==> config.mk <==
export PLATFORM = sky130hd
export DESIGN_NAME = stream_fifo
export DESIGN_NICKNAME = d
export VERILOG_FILES = /design/src/rtl/stream_fifo_pkg.sv /design/src/rtl/stream_fifo_ram.sv /design/src/rtl/stream_fifo.sv
export SDC_FILE = /design/constraint.sdc
export NUM_CORES = 1
export LEC_CHECK = 0
export CORE_UTILIZATION = 53
export DETAILED_ROUTE_END_ITERATION = 10
export PLACE_DENSITY = 0.75
export REMOVE_ABC_BUFFERS = 1
export SYNTH_ARGS = -nofsm -noshare
export SYNTH_HDL_FRONTEND = slang
export SYNTH_SLANG_ARGS = --single-unit
==> constraint.sdc <==
create_clock -name clk -period 2.35 [get_ports clk]
set_input_delay 0.47 -clock clk [delete_from_list [all_inputs] [get_ports clk]]
set_output_delay 0.47 -clock clk [all_outputs]
set_load 0.01 [all_outputs]
==> src/rtl/stream_fifo_pkg.sv <==
// Shared constants and helpers for the stream_fifo block.
package stream_fifo_pkg;

  localparam int DROP_CNT_W = 16;

  // Level must represent 0..DEPTH inclusive, so one bit wider than a pointer.
  function automatic int level_w(input int depth);
    return $clog2(depth) + 1;
  endfunction

endpackage

==> src/rtl/stream_fifo_ram.sv <==
// DEPTH x DATA_W storage for stream_fifo: one synchronous write port and one asynchronous read port.
// The array is never reset; its contents are only meaningful at addresses that hold live words.
module stream_fifo_ram #(
  parameter int DATA_W = 8,
  parameter int DEPTH  = 16
) (
  input  logic                     clk,
  input  logic                     i_wr_en,
  input  logic [$clog2(DEPTH)-1:0] i_wr_addr,
  input  logic [DATA_W-1:0]        i_wr_data,
  input  logic [$clog2(DEPTH)-1:0] i_rd_addr,
  output logic [DATA_W-1:0]        o_rd_data
);

  logic [DATA_W-1:0] r_mem [DEPTH];

  always_ff @(posedge clk) begin
    if (i_wr_en) r_mem[i_wr_addr] <= i_wr_data;
  end

  assign o_rd_data = r_mem[i_rd_addr];

endmodule

==> src/rtl/stream_fifo.sv <==
// Valid/ready show-ahead FIFO with level, almost-full and a sticky overflow flag.
// Defining STREAM_FIFO_DROP_CNT_EN adds a saturating 16-bit drop_count of refused writes.
module stream_fifo
  import stream_fifo_pkg::*;
#(
  parameter int DATA_W      = 8,
  parameter int DEPTH       = 16,
  parameter int AFULL_LEVEL = DEPTH - 2
) (
  input  logic                        clk,
  input  logic                        reset,
  input  logic                        clear,
  input  logic                        in_valid,
  output logic                        in_ready,
  input  logic [DATA_W-1:0]           in_data,
  output logic                        out_valid,
  input  logic                        out_ready,
  output logic [DATA_W-1:0]           out_data,
  output logic [level_w(DEPTH)-1:0]   level,
  output logic                        almost_full,
  output logic                        overflow
`ifdef STREAM_FIFO_DROP_CNT_EN
  , output logic [DROP_CNT_W-1:0]     drop_count
`endif
);

  localparam int PTR_W = $clog2(DEPTH);
  localparam int LVL_W = level_w(DEPTH);

  logic [PTR_W-1:0] r_wr_ptr;
  logic [PTR_W-1:0] r_rd_ptr;
  logic [LVL_W-1:0] r_level;
  logic             r_overflow;

  logic w_push;
  logic w_pop;
  logic w_refuse;

  // Handshake decode uses registered level only, so a same-cycle pop never frees a slot.
  assign in_ready    = (r_level != LVL_W'(DEPTH));
  assign out_valid   = (r_level != '0);
  assign w_push      = in_valid && in_ready;
  assign w_pop       = out_valid && out_ready;
  assign w_refuse    = in_valid && !in_ready;
  assign level       = r_level;
  assign almost_full = (r_level >= LVL_W'(AFULL_LEVEL));
  assign overflow    = r_overflow;

  stream_fifo_ram #(
    .DATA_W (DATA_W),
    .DEPTH  (DEPTH)
  ) u_ram (
    .clk       (clk),
    .i_wr_en   (w_push),
    .i_wr_addr (r_wr_ptr),
    .i_wr_data (in_data),
    .i_rd_addr (r_rd_ptr),
    .o_rd_data (out_data)
  );

  always_ff @(posedge clk) begin
    if (reset || clear) begin
      r_wr_ptr   <= '0;
      r_rd_ptr   <= '0;
      r_level    <= '0;
      r_overflow <= 1'b0;
    end else begin
      if (w_push) r_wr_ptr <= r_wr_ptr + PTR_W'(1);
      if (w_pop)  r_rd_ptr <= r_rd_ptr + PTR_W'(1);
      if (w_push && !w_pop)      r_level <= r_level + LVL_W'(1);
      else if (!w_push && w_pop) r_level <= r_level - LVL_W'(1);
      if (w_refuse) r_overflow <= 1'b1;
    end
  end

`ifdef STREAM_FIFO_DROP_CNT_EN
  logic [DROP_CNT_W-1:0] r_drop_count;

  always_ff @(posedge clk) begin
    if (reset || clear)                     r_drop_count <= '0;
    else if (w_refuse && r_drop_count != '1) r_drop_count <= r_drop_count + DROP_CNT_W'(1);
  end

  assign drop_count = r_drop_count;
`endif

endmodule

Yosys cells after proc, flatten, opt, wreduce, memory -nomap -nowiden
Memory sizes are Yosys's and may differ from the RTL's. A register that Yosys moved wholly into a read port is not among the register bits.
Cells that the tools add are included.
{"block": "word_totals", "register_bits": 14, "latchBits": 0, "mem_bits_rw": 128, "mem_bits_ro": 0, "inputBits": 13, "output_inout_bits": 17, "wordCells": 28, "n_memories": 1}
{"name": "u_ram.r_mem", "depth": 16, "word_bits": 8, "rd": 1, "rd_clocked_by_memory_dff": 1, "write_ports": 1, "line": "stream_fifo_ram.sv:15", "rtl": "logic [DATA_W-1:0] r_mem [DEPTH];"}
{"block": "op_classes", "n_addsub": 4, "multipliers": 0, "div_mod_pow": 0, "order_cmp": 1, "n_eq_ne": 1, "shifts": 0, "n_mux": 6, "n_bitwise": 0, "reduce_logical": 11}
{"cell": "$mux W5", "count": 2}
{"cell": "$add A4 B1 Y4 const B", "count": 2}
{"cell": "$mux W4", "count": 2}
{"cell": "$add A5 B1 Y5 const B", "count": 1}
{"cell": "$ge A5 B4 Y1 const B", "count": 1}
{"cell": "$logic_and A1 B1 Y1", "count": 5}
{"cell": "$ne A5 B5 Y1 const B", "count": 1}
{"cell": "$reduce_bool A5 Y1", "count": 1}
{"cell": "$sub A5 B1 Y5 const B", "count": 1}
{"cell": "$logic_not A1 Y1", "count": 3}
{"cell": "$mux W1", "count": 2}
{"cell": "$reduce_bool A2 Y1", "count": 1}
{"cell": "$logic_or A1 B1 Y1", "count": 1}

Logic depth before layout (Yosys ltp)
{"block": "logic_depth", "ltp_word": 6, "ltp_mapped": 9, "mapped_depth_nobuf": 9}

Hierarchy
Synthesis repeated with hierarchy kept, for this count alone.
{"block": "unflattened", "hier_cells": 308, "area_unflattened_um2": 5771.8}
{"module": "stream_fifo_ram", "instances": 1, "cells_per_inst": 221, "area_each_um2": 4987.3, "seq_area_each_um2": 3843.7}
{"module": "stream_fifo", "instances": 1, "cells_per_inst": 87, "area_each_um2": 784.5, "seq_area_each_um2": 280.3}

Worst setup path before layout
Ideal clock, no wire load.
{"block": "synth_timing", "path_type": "flip-flop to flip-flop", "startpoint": "register r_level[0] (netlist: level[0])", "endpoint": "register r_level[4] (netlist: level[4])", "setup_time_ns": 0.057, "t_arrival_ns": 2.490, "required_time_ns": 2.293, "slack_ns": -0.197, "stages_incl_launch_ff": 9, "cell_sequence": "dfxtp_1 -> nor4_1 -> a21boi_2 -> ha_1 -> fa_1 -> nand3b_1 -> a211o_1 -> a211oi_1 -> a31o_2"}
{"block": "synth_via", "elab_chain_cells": 5, "elab_cells_between_ends": 13}
{"item": "start, declared", "line": "stream_fifo.sv:32", "rtl": "logic [LVL_W-1:0] r_level;"}
{"item": "start signal, assigned", "line": "stream_fifo.sv:70", "rtl": "if (w_push && !w_pop) r_level <= r_level + LVL_W'(1);"}
{"item": "start signal, assigned", "line": "stream_fifo.sv:71", "rtl": "else if (!w_push && w_pop) r_level <= r_level - LVL_W'(1);"}
{"item": "$ne A5 B5 Y1 (*)", "line": "stream_fifo.sv:40", "rtl": "assign in_ready = (r_level != LVL_W'(DEPTH));"}
{"item": "$logic_and A1 B1 Y1 (*)", "line": "stream_fifo.sv:42", "rtl": "assign w_push = in_valid && in_ready;"}
{"item": "named net u_ram.i_wr_en", "line": "stream_fifo_ram.sv:8", "rtl": "input logic i_wr_en,"}
{"item": "$logic_not A1 Y1", "line": "stream_fifo.sv:71"}
{"item": "$logic_and A1 B1 Y1", "line": "stream_fifo.sv:71"}
{"item": "$reduce_bool A2 Y1 (no line)"}
The timed path passes the listed nets; every way through them passes the cells marked *. The select of a mux whose other input is x is not followed.
A chain may end at the register's enable or synchronous reset.

==> summary.txt <==
Worst setup path
  • CP max FO: 5
  • Critical Path RT: approximately 1.9 ns
  • Arrival @ worst endpoint: 2.14 ns
  • Critical path class: register to primary output
  • Cells on worst reg2reg path: 9
  • Crit path capture type: primary output
  • Crit path launch type: register

Min path
  • HP Class: register to register
  • Hold Crit Depth: 2

Clock tree
  • Longest Clk Path Bufs: 2
  • Cell chosen for the clock root: clkbuf_8
  • Htree depth: 4
  • Reg clk slew, reported paths: around 0.06 ns
  • Sink Count: between 100 and 150
  • Insertion delay to the later sink of the worst-skew pair: between 0.5 and 0.6 ns
  • TritonCTS clock tree: done
  • CTS buffer count: 17

Floorplan
  • Total die area: between 10000 and 15000 um^2
  • Ports: 30
  • Die X: 107 um
  • Core area: about 10000 um^2
  • Num rows: 37
  • Die height: 107 um
  • Starting Density: 55.6%

Synth
  • Synth area leader: edfxtp_1
  • Ys Warns: 0
  • Mean Syn Cell Area: 18.2 um^2
  • Top_reg_cell synth: edfxtp_1
  • Synth top area cells: edfxtp_1 66%, mux4_2 12%, dfxtp_1 6.2%, ha_1 2.2%, a22oi_1 2.1%
  • Seq cells post-synth: 146
  • Mapped Cells: between 300 and 400
  • Yosys top cell area share: 66.1%
  • Cell Area, Synth: 5820 um^2
  • Distinct cells, synth: 36
  • Register area share after synthesis: 72.3%
  • Fraction of registers with async set/reset: 0%
  • Post-synth EDFFs: approximately 130

Detailed routing
  • Drt pass-1 iters: 7
  • Wire per inst: 22.2 um
  • Routed Wire Length: 12.5 mm
  • Detailed-route DRC error count: 0
  • Detailed Route Iter0 Violations: 250
  • Number of routed nets with antenna violations: 0
  • Via-to-Cell Ratio: 5.72
  • Vias after detailed routing: 3213

Timing
  • Worst slew pin tran: about 0.94 ns
  • RSZ-0062 raised after global routing: yes
  • Max Fclk: roughly 380 MHz
  • Crit path setup slack, layout: -0.256 ns
  • Min Tclk post-route: 2.61 ns
  • Setup Viol. Count Final: 9
  • Max transition margin: 37.4%
  • Skew final: 0.00724 ns
  • Final Hold Viols: 0
  • Fin. max-slew vios: 0
  • Post-route clock period utilization: 111%

Layout
  • Area grow syn2layout: 28.9%
  • Non-filler cells, final: 562
  • Register area: between 4000 and 5000 um^2
  • Layout Utilization: 71.7%
  • Layout cells sized above 1: 38.5%
  • Area occupied by multi-input gates: 1650 um^2
  • Antenna Cells: 0
  • Fillers: between 600 and 700
  • NumNets Final: 437

Place
  • Port Buffer Count: 29
  • Post-Place Cells: 515
  • Pre-CTS setup slack: -0.238 ns
  • GP Congestion: 0.769
  • Hpwl dp: 7.39 mm

Power and ir drop
  • Peak VDD IR: 582 uV
  • LEAKAGE: 2.58 nW
  • Pwr per Cell Area: 918 nW/um^2

Global route
  • GR Overflow Total: 0
  • Largest net degree at the start of global routing: 33
  • Overall Global Routing Usage: 24.2%
  • Number of global-route vias before repair: 3407
  • Antenna violations before repair: 0
  • Global-route wire length before repair: approximately 19 mm

Outcome
  • Failing checks: setup timing
  • Outcome: finished, violations left

Job
  • Max cap viols: 0
==> what timing repair did <==
| item | CTS | global route |
|---|---|---|
| resized for setup | 61 | 16 |
| gates cloned | 3 | 0 |
| pin swaps | 16 | 12 |
| hold buffers | 0 | 0 |
| buffers inserted | 8 | 6 |
| endpoints found under the setup margin | 13 | 11 |
==> synth_stat cells, types with 3 or more instances <==
cell type / n
inv_1: 6
buf_4: 6
clkbuf_1: 4
a22oi_1: 16
ha_1: 10
xor2_1: 8
nand2_1: 17
o211ai_1: 3
nor3_1: 4
a21oi_1: 4
nor2_1: 31
edfxtp_1: 128
nand3_1: 3
buf_1: 4
mux4_2: 32
dfxtp_1: 18
==> power by group <==
group / internal, W / switching [W] / leakage [nW]
Sequential: 0.00288 / 0.0000373 / 1.30
Clock: 0.00180 / 0.000975 / 0.295
Combinational: 0.000635 / 0.000554 / 0.978
Total: 0.00532 / 0.00157 / 2.58
==> final timing paths <==
path	endpoint	slack, ns	start
worst min register to register	overflow	0.48	overflow
worst max register to register	level[4]	-0.01	level[2]
worst max-delay path	out_data[2]	-0.26	register
worst min-delay path	overflow	0.48	overflow
==> sequential cells by signal (all words and copies together) (netlist names), named ones only <==
signal,flops
r_wr_ptr,4
overflow,1
level,5
r_rd_ptr,4
u_ram.r_mem,128
==> critical path, cell delays in order (launching register included) <==
cell     delay, ns
dfxtp_4       0.41
buf_6         0.15
buf_16        0.13
mux4_2        0.53
a22oi_2       0.18
nand2_1       0.08
buf_2         0.14
==> cell usage in the layout, fill, tap and decap left out, types with 7 or more instances in the layout <==
cell,Yosys,final
buf_2,2,7
edfxtp_1,128,128
xor2_1,8,8
nand2_1,17,17
a22oi_2,0,13
clkbuf_16,0,16
buf_6,0,7
dfxtp_1,18,15
mux4_2,32,32
clkdlybuf4s50_1,0,19
nor2_1,31,31
buf_4,6,50
==> area by class of cell <==
class / count / area share [%]
multi-input combinational: 151 / 22.0
timing repair buffer: 91 / 10.9
clock inverter: 10 / 2.09
tap: 136 / 2.27
clock buffer: 22 / 6.17
inverter: 6 / 0.384
sequential: 146 / 56.2
==> routing by layer <==
layer  share of wire [%]  vias to the layer above  track usage [%]  wire length (um)
met5                   0                        -                0                 0
met4                 2.0                        0             10.8               249
met3                 5.6                       18             6.26               695
met2                  53                      115             42.3              6640
met1                  39                     1629             28.2              4910
li1                    -                     1451                -                 -
==> per-stage QoR <==
step | hold WS, ns | TNS [ns] | power (W) | cell area (um^2)
after CTS | 0.487 | -2.38 | 0.00685 | 7430
after global routing | 0.523 | -2.61 | 0.00712 | 7500
after global placement | 0.464 | -0.745 | 0.00391 | 6570
after floorplan | 0.485 | -4.18 | 0.00349 | 5730
final | 0.478 | -1.86 | 0.00688 | 7500
after detailed placement | 0.465 | -1.00 | 0.00394 | 6570
==> cells by family (layout without fill, tap and decap cells) <==
group / Yosys count / count (layout) / share of synthesized area [%]
compound gates: 31 / 31 / 4.32
xor+xnor: 9 / 9 / 1.35
fa+ha+maj: 11 / 11 / 2.49
buf+inv: 22 / 129 / 1.85
flops: 146 / 146 / 72.3
mux: 34 / 34 / 12.7
simple gates: 66 / 66 / 4.99
Power figures use the tool's default switching activity.
